## src/rtl/cache_group_ctrl_if.sv

```systemverilog
// Signal bundle for one cache group: CPU request port,
// per-way line storage port and word-serial memory burst port.
interface cache_group_ctrl_if #(
    parameter int CACHE_LINE_WIDTH = 6,
    parameter int INDEX_WIDTH      = 6,
    parameter int TAG_WIDTH        = 20
);
    localparam int OFF = CACHE_LINE_WIDTH - 2;

    logic                     cpu_req;
    logic                     cpu_we;
    logic [31:0]              cpu_addr;
    logic [31:0]              cpu_wdata;
    logic [3:0]               cpu_be;
    logic                     cpu_ack;
    logic [31:0]              cpu_rdata;

    logic [INDEX_WIDTH-1:0]   line_index;
    logic [OFF-1:0]           line_rd_off;
    logic [2*TAG_WIDTH-1:0]   line_rd_tag;
    logic [63:0]              line_rd_data;
    logic [1:0]               line_rd_valid;
    logic [1:0]               line_rd_dirty;
    logic [1:0]               line_wr_write;
    logic [TAG_WIDTH-1:0]     line_wr_tag;
    logic [OFF-1:0]           line_wr_off;
    logic [31:0]              line_wr_data;
    logic [3:0]               line_wr_byte_enable;
    logic                     line_wr_dirty;
    logic                     line_wr_valid;

    logic                     mem_req;
    logic                     mem_we;
    logic [31:0]              mem_addr;
    logic [31:0]              mem_wdata;
    logic                     mem_wvalid;
    logic                     mem_wready;
    logic [31:0]              mem_rdata;
    logic                     mem_rvalid;

    // Environment side: CPU, line storage and memory bridge.
    modport master (
        output cpu_req, cpu_we, cpu_addr, cpu_wdata, cpu_be,
        input  cpu_ack, cpu_rdata,
        input  line_index, line_rd_off,
        output line_rd_tag, line_rd_data, line_rd_valid, line_rd_dirty,
        input  line_wr_write, line_wr_tag, line_wr_off, line_wr_data,
        input  line_wr_byte_enable, line_wr_dirty, line_wr_valid,
        input  mem_req, mem_we, mem_addr, mem_wdata, mem_wvalid,
        output mem_wready, mem_rdata, mem_rvalid
    );

    // Controller side.
    modport slave (
        input  cpu_req, cpu_we, cpu_addr, cpu_wdata, cpu_be,
        output cpu_ack, cpu_rdata,
        output line_index, line_rd_off,
        input  line_rd_tag, line_rd_data, line_rd_valid, line_rd_dirty,
        output line_wr_write, line_wr_tag, line_wr_off, line_wr_data,
        output line_wr_byte_enable, line_wr_dirty, line_wr_valid,
        output mem_req, mem_we, mem_addr, mem_wdata, mem_wvalid,
        input  mem_wready, mem_rdata, mem_rvalid
    );
endinterface

```

## src/rtl/cache_group_ctrl.sv

```systemverilog
// 2-way set-associative cache group sequencer: lookup, write-hit merge,
// LRU victim choice, dirty write-back burst and refill burst.
module cache_group_ctrl #(
    parameter int CACHE_LINE_WIDTH = 6,
    parameter int INDEX_WIDTH      = 6,
    parameter int TAG_WIDTH        = 20
) (
    input  logic              clk,
    input  logic              rst,
    cache_group_ctrl_if.slave bus
);
    localparam int OFF  = CACHE_LINE_WIDTH - 2;
    localparam int SETS = 2 ** INDEX_WIDTH;

    typedef enum logic [1:0] {
        IDLE,
        LOOKUP,
        WB,
        REFILL
    } state_t;

    state_t              state_q, state_d;
    logic [OFF-1:0]      cnt_q, cnt_d;
    logic [SETS-1:0]     lru_q, lru_d;
    logic [31:0]         addr_q, addr_d;
    logic                we_q, we_d;
    logic [31:0]         wdata_q, wdata_d;
    logic [3:0]          be_q, be_d;
    logic                victim_q, victim_d;

    logic [TAG_WIDTH-1:0]   tag_q;
    logic [INDEX_WIDTH-1:0] idx_q;
    logic [OFF-1:0]         off_q;
    logic [TAG_WIDTH-1:0]   way_tag [2];
    logic [31:0]            way_data [2];
    logic [1:0]             hit;
    logic                   hit_way;
    logic                   vict;
    logic                   last_word;

    assign tag_q = addr_q[31 -: TAG_WIDTH];
    assign idx_q = addr_q[CACHE_LINE_WIDTH +: INDEX_WIDTH];
    assign off_q = addr_q[2 +: OFF];

    assign way_tag[0]  = bus.line_rd_tag[TAG_WIDTH-1:0];
    assign way_tag[1]  = bus.line_rd_tag[2*TAG_WIDTH-1:TAG_WIDTH];
    assign way_data[0] = bus.line_rd_data[31:0];
    assign way_data[1] = bus.line_rd_data[63:32];

    assign hit[0]  = bus.line_rd_valid[0] && (way_tag[0] == tag_q);
    assign hit[1]  = bus.line_rd_valid[1] && (way_tag[1] == tag_q);
    assign hit_way = !hit[0];

    // Invalid ways are filled first (way0 preferred) before LRU applies.
    assign vict = !bus.line_rd_valid[0] ? 1'b0 :
                  !bus.line_rd_valid[1] ? 1'b1 : lru_q[idx_q];

    assign last_word = &cnt_q;

    assign bus.line_index  = idx_q;
    assign bus.line_rd_off = (state_q == WB) ? cnt_q : off_q;

    always_ff @(posedge clk or negedge rst) begin
        if (!rst) begin
            state_q  <= IDLE;
            cnt_q    <= '0;
            lru_q    <= '0;
            addr_q   <= '0;
            we_q     <= 1'b0;
            wdata_q  <= '0;
            be_q     <= '0;
            victim_q <= 1'b0;
        end else begin
            state_q  <= state_d;
            cnt_q    <= cnt_d;
            lru_q    <= lru_d;
            addr_q   <= addr_d;
            we_q     <= we_d;
            wdata_q  <= wdata_d;
            be_q     <= be_d;
            victim_q <= victim_d;
        end
    end

    always_comb begin
        state_d  = state_q;
        cnt_d    = cnt_q;
        lru_d    = lru_q;
        addr_d   = addr_q;
        we_d     = we_q;
        wdata_d  = wdata_q;
        be_d     = be_q;
        victim_d = victim_q;

        bus.cpu_ack             = 1'b0;
        bus.cpu_rdata           = '0;
        bus.line_wr_write       = 2'b00;
        bus.line_wr_tag         = tag_q;
        bus.line_wr_off         = off_q;
        bus.line_wr_data        = wdata_q;
        bus.line_wr_byte_enable = be_q;
        bus.line_wr_dirty       = 1'b0;
        bus.line_wr_valid       = 1'b0;
        bus.mem_req             = 1'b0;
        bus.mem_we              = 1'b0;
        bus.mem_addr            = '0;
        bus.mem_wdata           = '0;
        bus.mem_wvalid          = 1'b0;

        unique case (state_q)
            IDLE: begin
                if (bus.cpu_req) begin
                    addr_d  = bus.cpu_addr;
                    we_d    = bus.cpu_we;
                    wdata_d = bus.cpu_wdata;
                    be_d    = bus.cpu_be;
                    state_d = LOOKUP;
                end
            end

            LOOKUP: begin
                if (|hit) begin
                    bus.cpu_ack   = 1'b1;
                    lru_d[idx_q]  = ~hit_way;
                    state_d       = IDLE;
                    if (we_q) begin
                        bus.line_wr_write = hit_way ? 2'b10 : 2'b01;
                        bus.line_wr_dirty = 1'b1;
                        bus.line_wr_valid = 1'b1;
                    end else begin
                        bus.cpu_rdata = way_data[hit_way];
                    end
                end else begin
                    victim_d = vict;
                    cnt_d    = '0;
                    if (bus.line_rd_valid[vict] && bus.line_rd_dirty[vict]) begin
                        state_d = WB;
                    end else begin
                        state_d = REFILL;
                    end
                end
            end

            WB: begin
                bus.mem_req    = 1'b1;
                bus.mem_we     = 1'b1;
                bus.mem_addr   = {way_tag[victim_q], idx_q,
                                  {CACHE_LINE_WIDTH{1'b0}}};
                bus.mem_wvalid = 1'b1;
                bus.mem_wdata  = way_data[victim_q];
                if (bus.mem_wready) begin
                    cnt_d = cnt_q + 1'b1;
                    if (last_word) begin
                        state_d = REFILL;
                    end
                end
            end

            REFILL: begin
                bus.mem_req  = 1'b1;
                bus.mem_addr = {tag_q, idx_q, {CACHE_LINE_WIDTH{1'b0}}};
                if (bus.mem_rvalid) begin
                    // The line only turns valid once its final word lands.
                    bus.line_wr_write       = victim_q ? 2'b10 : 2'b01;
                    bus.line_wr_off         = cnt_q;
                    bus.line_wr_data        = bus.mem_rdata;
                    bus.line_wr_byte_enable = 4'hF;
                    bus.line_wr_valid       = last_word;
                    cnt_d                   = cnt_q + 1'b1;
                    if (last_word) begin
                        state_d = LOOKUP;
                    end
                end
            end

            default: begin
                state_d = IDLE;
            end
        endcase
    end
endmodule

```

## src/flat_wrapper.sv

```systemverilog
// flat-port wrapper written by rule: the top's interface ports become plain ports
module cache_group_ctrl_flat 
#(
    parameter int CACHE_LINE_WIDTH = 6,
    parameter int INDEX_WIDTH      = 6,
    parameter int TAG_WIDTH        = 20
)
  (clk, rst, bus_cpu_req, bus_cpu_we, bus_cpu_addr, bus_cpu_wdata, bus_cpu_be, bus_cpu_ack, bus_cpu_rdata, bus_line_index, bus_line_rd_off, bus_line_rd_tag, bus_line_rd_data, bus_line_rd_valid, bus_line_rd_dirty, bus_line_wr_write, bus_line_wr_tag, bus_line_wr_off, bus_line_wr_data, bus_line_wr_byte_enable, bus_line_wr_dirty, bus_line_wr_valid, bus_mem_req, bus_mem_we, bus_mem_addr, bus_mem_wdata, bus_mem_wvalid, bus_mem_wready, bus_mem_rdata, bus_mem_rvalid);
  cache_group_ctrl_if #(.CACHE_LINE_WIDTH(CACHE_LINE_WIDTH), .INDEX_WIDTH(INDEX_WIDTH), .TAG_WIDTH(TAG_WIDTH)) bus_i ();
  input  logic clk;
  input  logic rst;
  input wire logic [$bits(bus_i.cpu_req)-1:0] bus_cpu_req;
  input wire logic [$bits(bus_i.cpu_we)-1:0] bus_cpu_we;
  input wire logic [$bits(bus_i.cpu_addr)-1:0] bus_cpu_addr;
  input wire logic [$bits(bus_i.cpu_wdata)-1:0] bus_cpu_wdata;
  input wire logic [$bits(bus_i.cpu_be)-1:0] bus_cpu_be;
  output wire logic [$bits(bus_i.cpu_ack)-1:0] bus_cpu_ack;
  output wire logic [$bits(bus_i.cpu_rdata)-1:0] bus_cpu_rdata;
  output wire logic [$bits(bus_i.line_index)-1:0] bus_line_index;
  output wire logic [$bits(bus_i.line_rd_off)-1:0] bus_line_rd_off;
  input wire logic [$bits(bus_i.line_rd_tag)-1:0] bus_line_rd_tag;
  input wire logic [$bits(bus_i.line_rd_data)-1:0] bus_line_rd_data;
  input wire logic [$bits(bus_i.line_rd_valid)-1:0] bus_line_rd_valid;
  input wire logic [$bits(bus_i.line_rd_dirty)-1:0] bus_line_rd_dirty;
  output wire logic [$bits(bus_i.line_wr_write)-1:0] bus_line_wr_write;
  output wire logic [$bits(bus_i.line_wr_tag)-1:0] bus_line_wr_tag;
  output wire logic [$bits(bus_i.line_wr_off)-1:0] bus_line_wr_off;
  output wire logic [$bits(bus_i.line_wr_data)-1:0] bus_line_wr_data;
  output wire logic [$bits(bus_i.line_wr_byte_enable)-1:0] bus_line_wr_byte_enable;
  output wire logic [$bits(bus_i.line_wr_dirty)-1:0] bus_line_wr_dirty;
  output wire logic [$bits(bus_i.line_wr_valid)-1:0] bus_line_wr_valid;
  output wire logic [$bits(bus_i.mem_req)-1:0] bus_mem_req;
  output wire logic [$bits(bus_i.mem_we)-1:0] bus_mem_we;
  output wire logic [$bits(bus_i.mem_addr)-1:0] bus_mem_addr;
  output wire logic [$bits(bus_i.mem_wdata)-1:0] bus_mem_wdata;
  output wire logic [$bits(bus_i.mem_wvalid)-1:0] bus_mem_wvalid;
  input wire logic [$bits(bus_i.mem_wready)-1:0] bus_mem_wready;
  input wire logic [$bits(bus_i.mem_rdata)-1:0] bus_mem_rdata;
  input wire logic [$bits(bus_i.mem_rvalid)-1:0] bus_mem_rvalid;
  assign bus_i.cpu_req = bus_cpu_req;
  assign bus_i.cpu_we = bus_cpu_we;
  assign bus_i.cpu_addr = bus_cpu_addr;
  assign bus_i.cpu_wdata = bus_cpu_wdata;
  assign bus_i.cpu_be = bus_cpu_be;
  assign bus_cpu_ack = bus_i.cpu_ack;
  assign bus_cpu_rdata = bus_i.cpu_rdata;
  assign bus_line_index = bus_i.line_index;
  assign bus_line_rd_off = bus_i.line_rd_off;
  assign bus_i.line_rd_tag = bus_line_rd_tag;
  assign bus_i.line_rd_data = bus_line_rd_data;
  assign bus_i.line_rd_valid = bus_line_rd_valid;
  assign bus_i.line_rd_dirty = bus_line_rd_dirty;
  assign bus_line_wr_write = bus_i.line_wr_write;
  assign bus_line_wr_tag = bus_i.line_wr_tag;
  assign bus_line_wr_off = bus_i.line_wr_off;
  assign bus_line_wr_data = bus_i.line_wr_data;
  assign bus_line_wr_byte_enable = bus_i.line_wr_byte_enable;
  assign bus_line_wr_dirty = bus_i.line_wr_dirty;
  assign bus_line_wr_valid = bus_i.line_wr_valid;
  assign bus_mem_req = bus_i.mem_req;
  assign bus_mem_we = bus_i.mem_we;
  assign bus_mem_addr = bus_i.mem_addr;
  assign bus_mem_wdata = bus_i.mem_wdata;
  assign bus_mem_wvalid = bus_i.mem_wvalid;
  assign bus_i.mem_wready = bus_mem_wready;
  assign bus_i.mem_rdata = bus_mem_rdata;
  assign bus_i.mem_rvalid = bus_mem_rvalid;
  cache_group_ctrl #(.CACHE_LINE_WIDTH(CACHE_LINE_WIDTH), .INDEX_WIDTH(INDEX_WIDTH), .TAG_WIDTH(TAG_WIDTH)) u_core (.clk(clk), .rst(rst), .bus(bus_i));
endmodule
```

## config.mk

```make
export PLATFORM = sky130hd
export DESIGN_NAME = cache_group_ctrl_flat
export DESIGN_NICKNAME = d
export VERILOG_FILES = /design/src/rtl/cache_group_ctrl_if.sv /design/src/rtl/cache_group_ctrl.sv /design/src/flat_wrapper.sv
export SDC_FILE = /design/constraint.sdc
export NUM_CORES = 1
export LEC_CHECK = 0
export ABC_AREA = 1
export BUFFER_PORTS_ARGS = -buffer_cell sky130_fd_sc_hd__clkbuf_2
export CORE_AREA = 2 2 149 151
export DETAILED_ROUTE_END_ITERATION = 8
export DIE_AREA = 0 0 151 153
export GPL_TIMING_DRIVEN = 0
export PLACE_DENSITY_LB_ADDON = 0.3
export SKIP_CTS_REPAIR_TIMING = 1
export SYNTH_ARGS = -nofsm -noshare
export SYNTH_HDL_FRONTEND = slang
export SYNTH_SLANG_ARGS = --single-unit
```

## constraint.sdc

```tcl
create_clock -name clk -period 3.8 [get_ports clk]
set_input_delay 1.14 -clock clk [delete_from_list [all_inputs] [get_ports clk]]
set_output_delay 1.14 -clock clk [all_outputs]
set_load 0.02 [all_outputs]
```

# Yosys cells after proc, flatten, opt, wreduce, memory -nomap -nowiden
# Cells that the tools add are included.
[totals] word_cells=102 out_inout_bits=174 regBits=140
[classes] addsub=1 n_eq_ne=11 n_bitwise=3 n_lt_le_gt_ge=5 reduce_logical=15 mux=59
[ops] op="32-bit two-way mux" count=12
[ops] op="64-bit bitwise mux" count=1
[ops] op="32-bit case mux with 2 select lines" count=1
[ops] op="20-bit two-way mux" count=3
[ops] op="20-bit equality test" count=2
[ops] op="4-bit two-way mux" count=8
[ops] op="2-bit two-way mux" count=11
[ops] op="1-bit two-way mux" count=17
[ops] op="4-bit case mux with 3 select lines" count=1
[ops] op="2-bit != test (second input constant)" count=4
[ops] op="2-bit case mux with 4 select lines" count=1
[ops] op="4-bit AND reduction" count=2
[ops] op="6-bit by 7-bit < comparator with 1-bit output (second input constant)" count=1
[ops] op="1-bit binary-select mux with 6-bit select" count=1
[ops] op="1-bit demux with 6-bit select" count=1
[ops] op="6-bit by 1-bit greater-or-equal comparator with 1-bit output (second input constant)" count=1
[ops] op="2-bit AND reduction" count=3
[ops] op="5-bit AND reduction" count=1
[ops] op="4-bit by 1-bit adder with 4-bit output (second input constant)" count=1
[ops] op="2-bit equality test (second input constant)" count=2
[ops] op="2-bit greater-or-equal comparator (second input constant)" count=2
[ops] op="1-bit logical AND" count=4
[ops] op="2-bit by 1-bit != test with 1-bit output (second input constant)" count=2
[ops] op="1-bit inverter with 2-bit output" count=2
[ops] op="other kinds (9)" count=10

# Longest topological paths before layout
[logic_depth] word_depth=10 mapped_depth=18 depth_no_buf=17

# Worst setup path before layout
# OpenSTA, ideal clock, no wires.
[synth_timing] kind="input to output" start="in bus_line_rd_tag[17]" end="out bus_cpu_rdata[11]" required_ns=2.660 stages=11 slack_ns=-0.202 t_arrival_ns=2.862 n_path_buf=2 path_cell_list="inv_1 > nand2_1 > nand4_1 > nor3_2 > nand3_4 > nand2_1 > nand2_2 > or2_1 > clkbuf_1 > clkbuf_1 > a21oi_1"
[synth_via] elab_chain_cells=10 word_cells_on_any_way=11
[synth_rtl] element="from (decl)" line_no="flat_wrapper.sv:21" rtl="input wire logic [$bits(bus_i.line_rd_tag)-1:0] bus_line_rd_tag;"
[synth_rtl] element="20-bit equality test (*)" line_no="cache_group_ctrl.sv:50" rtl="assign hit[0] = bus.line_rd_valid[0] && (way_tag[0] == tag_q);"
[synth_rtl] element="1-bit logical AND (*)" line_no="cache_group_ctrl.sv:50"
[synth_rtl] element="1-bit logical NOT" line_no="cache_group_ctrl.sv:52" rtl="assign hit_way = !hit[0];"
[synth_rtl] element="1-bit inverter with 2-bit output (not written as such)" line_no="cache_group_ctrl.sv:131" rtl="bus.cpu_rdata = way_data[hit_way];"
[synth_rtl] element="32-bit two-way mux (not written as such) (3 in series)" line_no="cache_group_ctrl.sv:131"
[synth_rtl] element="32-bit two-way mux" line_no="cache_group_ctrl.sv:126" rtl="if (we_q) begin"
[synth_rtl] element="32-bit two-way mux (*)" line_no="cache_group_ctrl.sv:122" rtl="if (|hit) begin"
[synth_rtl] element="32-bit two-way mux (*)" line_no="cache_group_ctrl.sv:110" rtl="unique case (state_q)"
[synth_rtl] element="to (decl)" line_no="flat_wrapper.sv:18" rtl="output wire logic [$bits(bus_i.cpu_rdata)-1:0] bus_cpu_rdata;"
# Every way passes the cells marked *; elsewhere a longest branch is shown, timed or not. The select of a mux whose other input is x is not followed.

# Final worst setup path
[layout_timing] start="in bus_line_rd_tag[0]" end="out bus_cpu_rdata[25]"
# The elaborated chain is that of the path after synthesis.

==> reports/metrics.csv <==
stage,metric,value,unit
route,wl_met3,3610,um
yosys,yosysMostFrequentCell,nand2_1,
setup_path,cpMaxStageDelayCell,nor3_4,
yosys,synthTopCellsByArea,"dfrtp_1 36%, nand2_1 11%, mux2_2 8.3%",
clock_tree,clockRootBuffer,clkbuf_16,
global_route,antenna_found_initial,0,
setup_path,crit_arrival,2.93,ns
clock_tree,htree_levels,4,
route,route.detailed.drc,0,
pwr,share_comb_of_total_power,55.1,%
pwr,swShare,48.9,%
cells_and_area,syn2layout_area_growth,36.3,%
placement,gp_congestion,1.04,
yosys,ys_seq_area_share,36.2,%
clock_tree,tritoncts,yes,
global_route,overflow,0,
yosys,netlist_instances,1305,
yosys,ys_warn_count,0,
yosys,yosys_register_bits,138,
floorplanning,io_pins,388,
sta,period_minus_slack,4.07,ns
floorplanning,initial_core_util,44.4,%
route,routed_wl,38300,um
pwr,power,8.34,mW
cells_and_area,layout-drive-gt1-share,36.1,%
sta,holdWs,0.502,ns
setup_path,worst_setup_path_start_kind,input port,
yosys,async_flop_share,100,%
route,drtPass1Iterations,6,
route,wl_met1,15500,um
sta,setup_tns,-6.78,ns
route,ant_nets,0,
floorplanning,die_y,153,um
setup_path,worstPathCellList,buf_6 > inv_2 > nor2_1 > inv_1 > nand4_1 > nor3_4 > nand3_4 > nand2_4 > nand2_4 > or2_4 > buf_8 > a21oi_4 > buf_6,
status,status,"finished, violations left",
floorplanning,coreArea,21500,um^2
yosys,yosysTopAreaCell,dfrtp_1,
pwr,power.density,641,nW/um^2
yosys,synthTopCellsByCount,"279 x nand2_1, 138 x dfrtp_1, 131 x inv_1",
floorplanning,row_count,54,
min_path,min_path_type,flop to flop,
sta,setup_viol_count_final,35,
cells_and_area,diodes,0,
setup_path,crit_path_end_kind,primary output,
yosys,synth_top_area_share,36.2,%
setup_path,crit_type,input port to primary output,
clock_tree,cts_sinks,138,
yosys,yosysUniqueCellTypes,39,
pwr,clkPwrFrac,18.7,%
pwr,p_seq_share,26.2,%
floorplanning,die_area,23100,um^2
setup_path,required,2.66,ns
status,violations,negative setup slack,
setup_path,cp_max_fo,10,
clock_tree,clock_latency,0.43,ns
cells_and_area,fin_nets,1934,
route,top_layer,met4,
global_route,grt_use_total,33.1,%
sta,fmax,246,MHz
sta,skew,0.0108,ns
pwr,switching_power,4.08,mW
clock_tree,clkTransAtPathRegs,0.07,ns
run,max_cap_violations,0,
pwr,irDropWorstVdd,0.537,mV
setup_path,max_stage_delay,0.31,ns
route,route.met2.wl,18000,um
route,wl_per_cell,19.1,um
yosys,synth_area_per_cell,7.32,um^2
floorplanning,die_x,151,um
placement,hpwlAfterDp,29500,um
yosys,syn-cell-area,9550,um^2
sta,fin_crit_sh,107,%
route,route.vias.total,10800,
cells_and_area,final_util,60.6,%
sta,max_slew.worst_pin.slew,1.09,ns
clock_tree,clockBufferDepth,2,
yosys,synth_ff_type,dfrtp_1,
global_route,grt_pass1_vias,10300,
placement,io_buffer_count,379,
route,drt_iter0_drc,1094,
cells_and_area,nFillCells,2055,
sta,fin_ws,-0.269,ns
global_route,grt_max_degree,75,
pwr,intPower,4.27,mW
pwr,total_leakage_power,6.90,nW
sta,slew_violations,0,
sta,hold_viol,0,
route,viasPerCell,5.38,
sta,slew_headroom,27.1,%
sta,rsz0062_at_grt,true,
global_route,grt_pass1_wl,58400,um
yosys,synth_edf_count,0,
clock_tree,cts_made_buffers,17,
layer usage:
| metal | vias to the layer above | GRT usage, % |
|---|---|---|
| li1 | 5077 | - |
| met2 | 558 | 52.2 |
| met4 | 0 | 10.8 |
| met3 | 87 | 8.99 |
| met5 | - | 0 |
| met1 | 5082 | 44.0 |
cells by family (layout without fill, tap and decap cells):
family | count (synthesis) | count (layout) | share of synthesized area [%]
AOI/OAI and AO/OA | 275 | 275 | 16.5
xor gates and xnor gates | 11 | 11 | 1.01
adders and majority gates | 6 | 6 | 0.786
buffers and inverters | 257 | 674 | 11.8
DFF | 138 | 138 | 36.2
muxes | 71 | 71 | 8.36
other | 1 | 6 | 0.0393
and+or+nand+nor | 546 | 546 | 25.3
power by group through the flow:
stage	clock [mW]	sequential (mW)	combinational (mW)
after floorplan	0	2.07	3.03
after global placement	0	2.17	4.47
after detailed placement	0	2.18	4.51
after CTS	1.57	2.16	4.53
after global routing	1.64	2.22	4.94
final	1.56	2.19	4.59
path summary, 6_finish.rpt:
kind	start	endpoint	slack [ns]	depth (start not counted)
max	bus_line_rd_tag[0]	bus_cpu_rdata[25]	-0.27	13
min	u_core.wdata_q[1]$_DFFE_PN0P_	u_core.wdata_q[1]$_DFFE_PN0P_	0.50	1
max reg2reg	u_core.addr_q[8]$_DFFE_PN0P_	u_core.lru_q[29]$_DFFE_PN0P_	0.73	8
min reg2reg	u_core.wdata_q[1]$_DFFE_PN0P_	u_core.wdata_q[1]$_DFFE_PN0P_	0.50	1
max in group asynchronous	rst	u_core.be_q[3]$_DFFE_PN0P_	2.33	2
min in group asynchronous	rst	u_core.lru_q[7]$_DFFE_PN0P_	0.72	1
critical path, delay by kind of cell:
kind / cells / cell delay, ns
and+or+nand+nor: 7 / 1.07
buffers and inverters: 5 / 0.52
AOI/OAI and AO/OA: 1 / 0.18
cell type report:
| class | instances | area (um^2) | area share [%] |
|---|---|---|---|
| multi-input combinational | 915 | 5320 | 40.9 |
| timing repair buffer | 389 | 2150 | 16.5 |
| buffer | 113 | 667 | 5.12 |
| tap | 280 | 350 | 2.69 |
| sequential | 138 | 3450 | 26.5 |
| inverter | 140 | 533 | 4.09 |
| clock inverter | 15 | 118 | 0.903 |
| clock buffer | 17 | 425 | 3.27 |
registers in the layout, summed over array words and instances, names as in the netlist:
name             flops
u_core.victim_q      1
u_core.lru_q        64
u_core.be_q          4
u_core.wdata_q      32
u_core.we_q          1
u_core.addr_q       30
u_core.cnt_q         4
u_core.state_q       2
stage by stage:
stage	cells	setup slack [ns]	cell area [um^2]
CTS	2002	-0.807	12700
global placement	1969	-0.836	12100
detailed placement	1970	-0.809	12100
finish	2007	-0.269	13000
global route	2007	-0.346	13000
floorplan	1310	-0.0758	9840
cells in the final DEF, fill, tap and decap left out, drive strengths merged:
master      n
dfrtp     138
o211ai     10
o21bai      1
ha          6
clkbuf    421
nand4      39
mux2i       1
nor2      130
o31ai       1
conb        6
xnor2      10
nand2     280
a21oi      83
o221ai      1
o21ai     108
o22ai       7
nand3      84
inv       142
clkinv      9
a21boi     64
or2         1
clkinvlp    4
xor2        1
nor3       11
mux2       70
buf        98
nor3b       1
No activity file was read; power rests on OpenSTA's default activity.
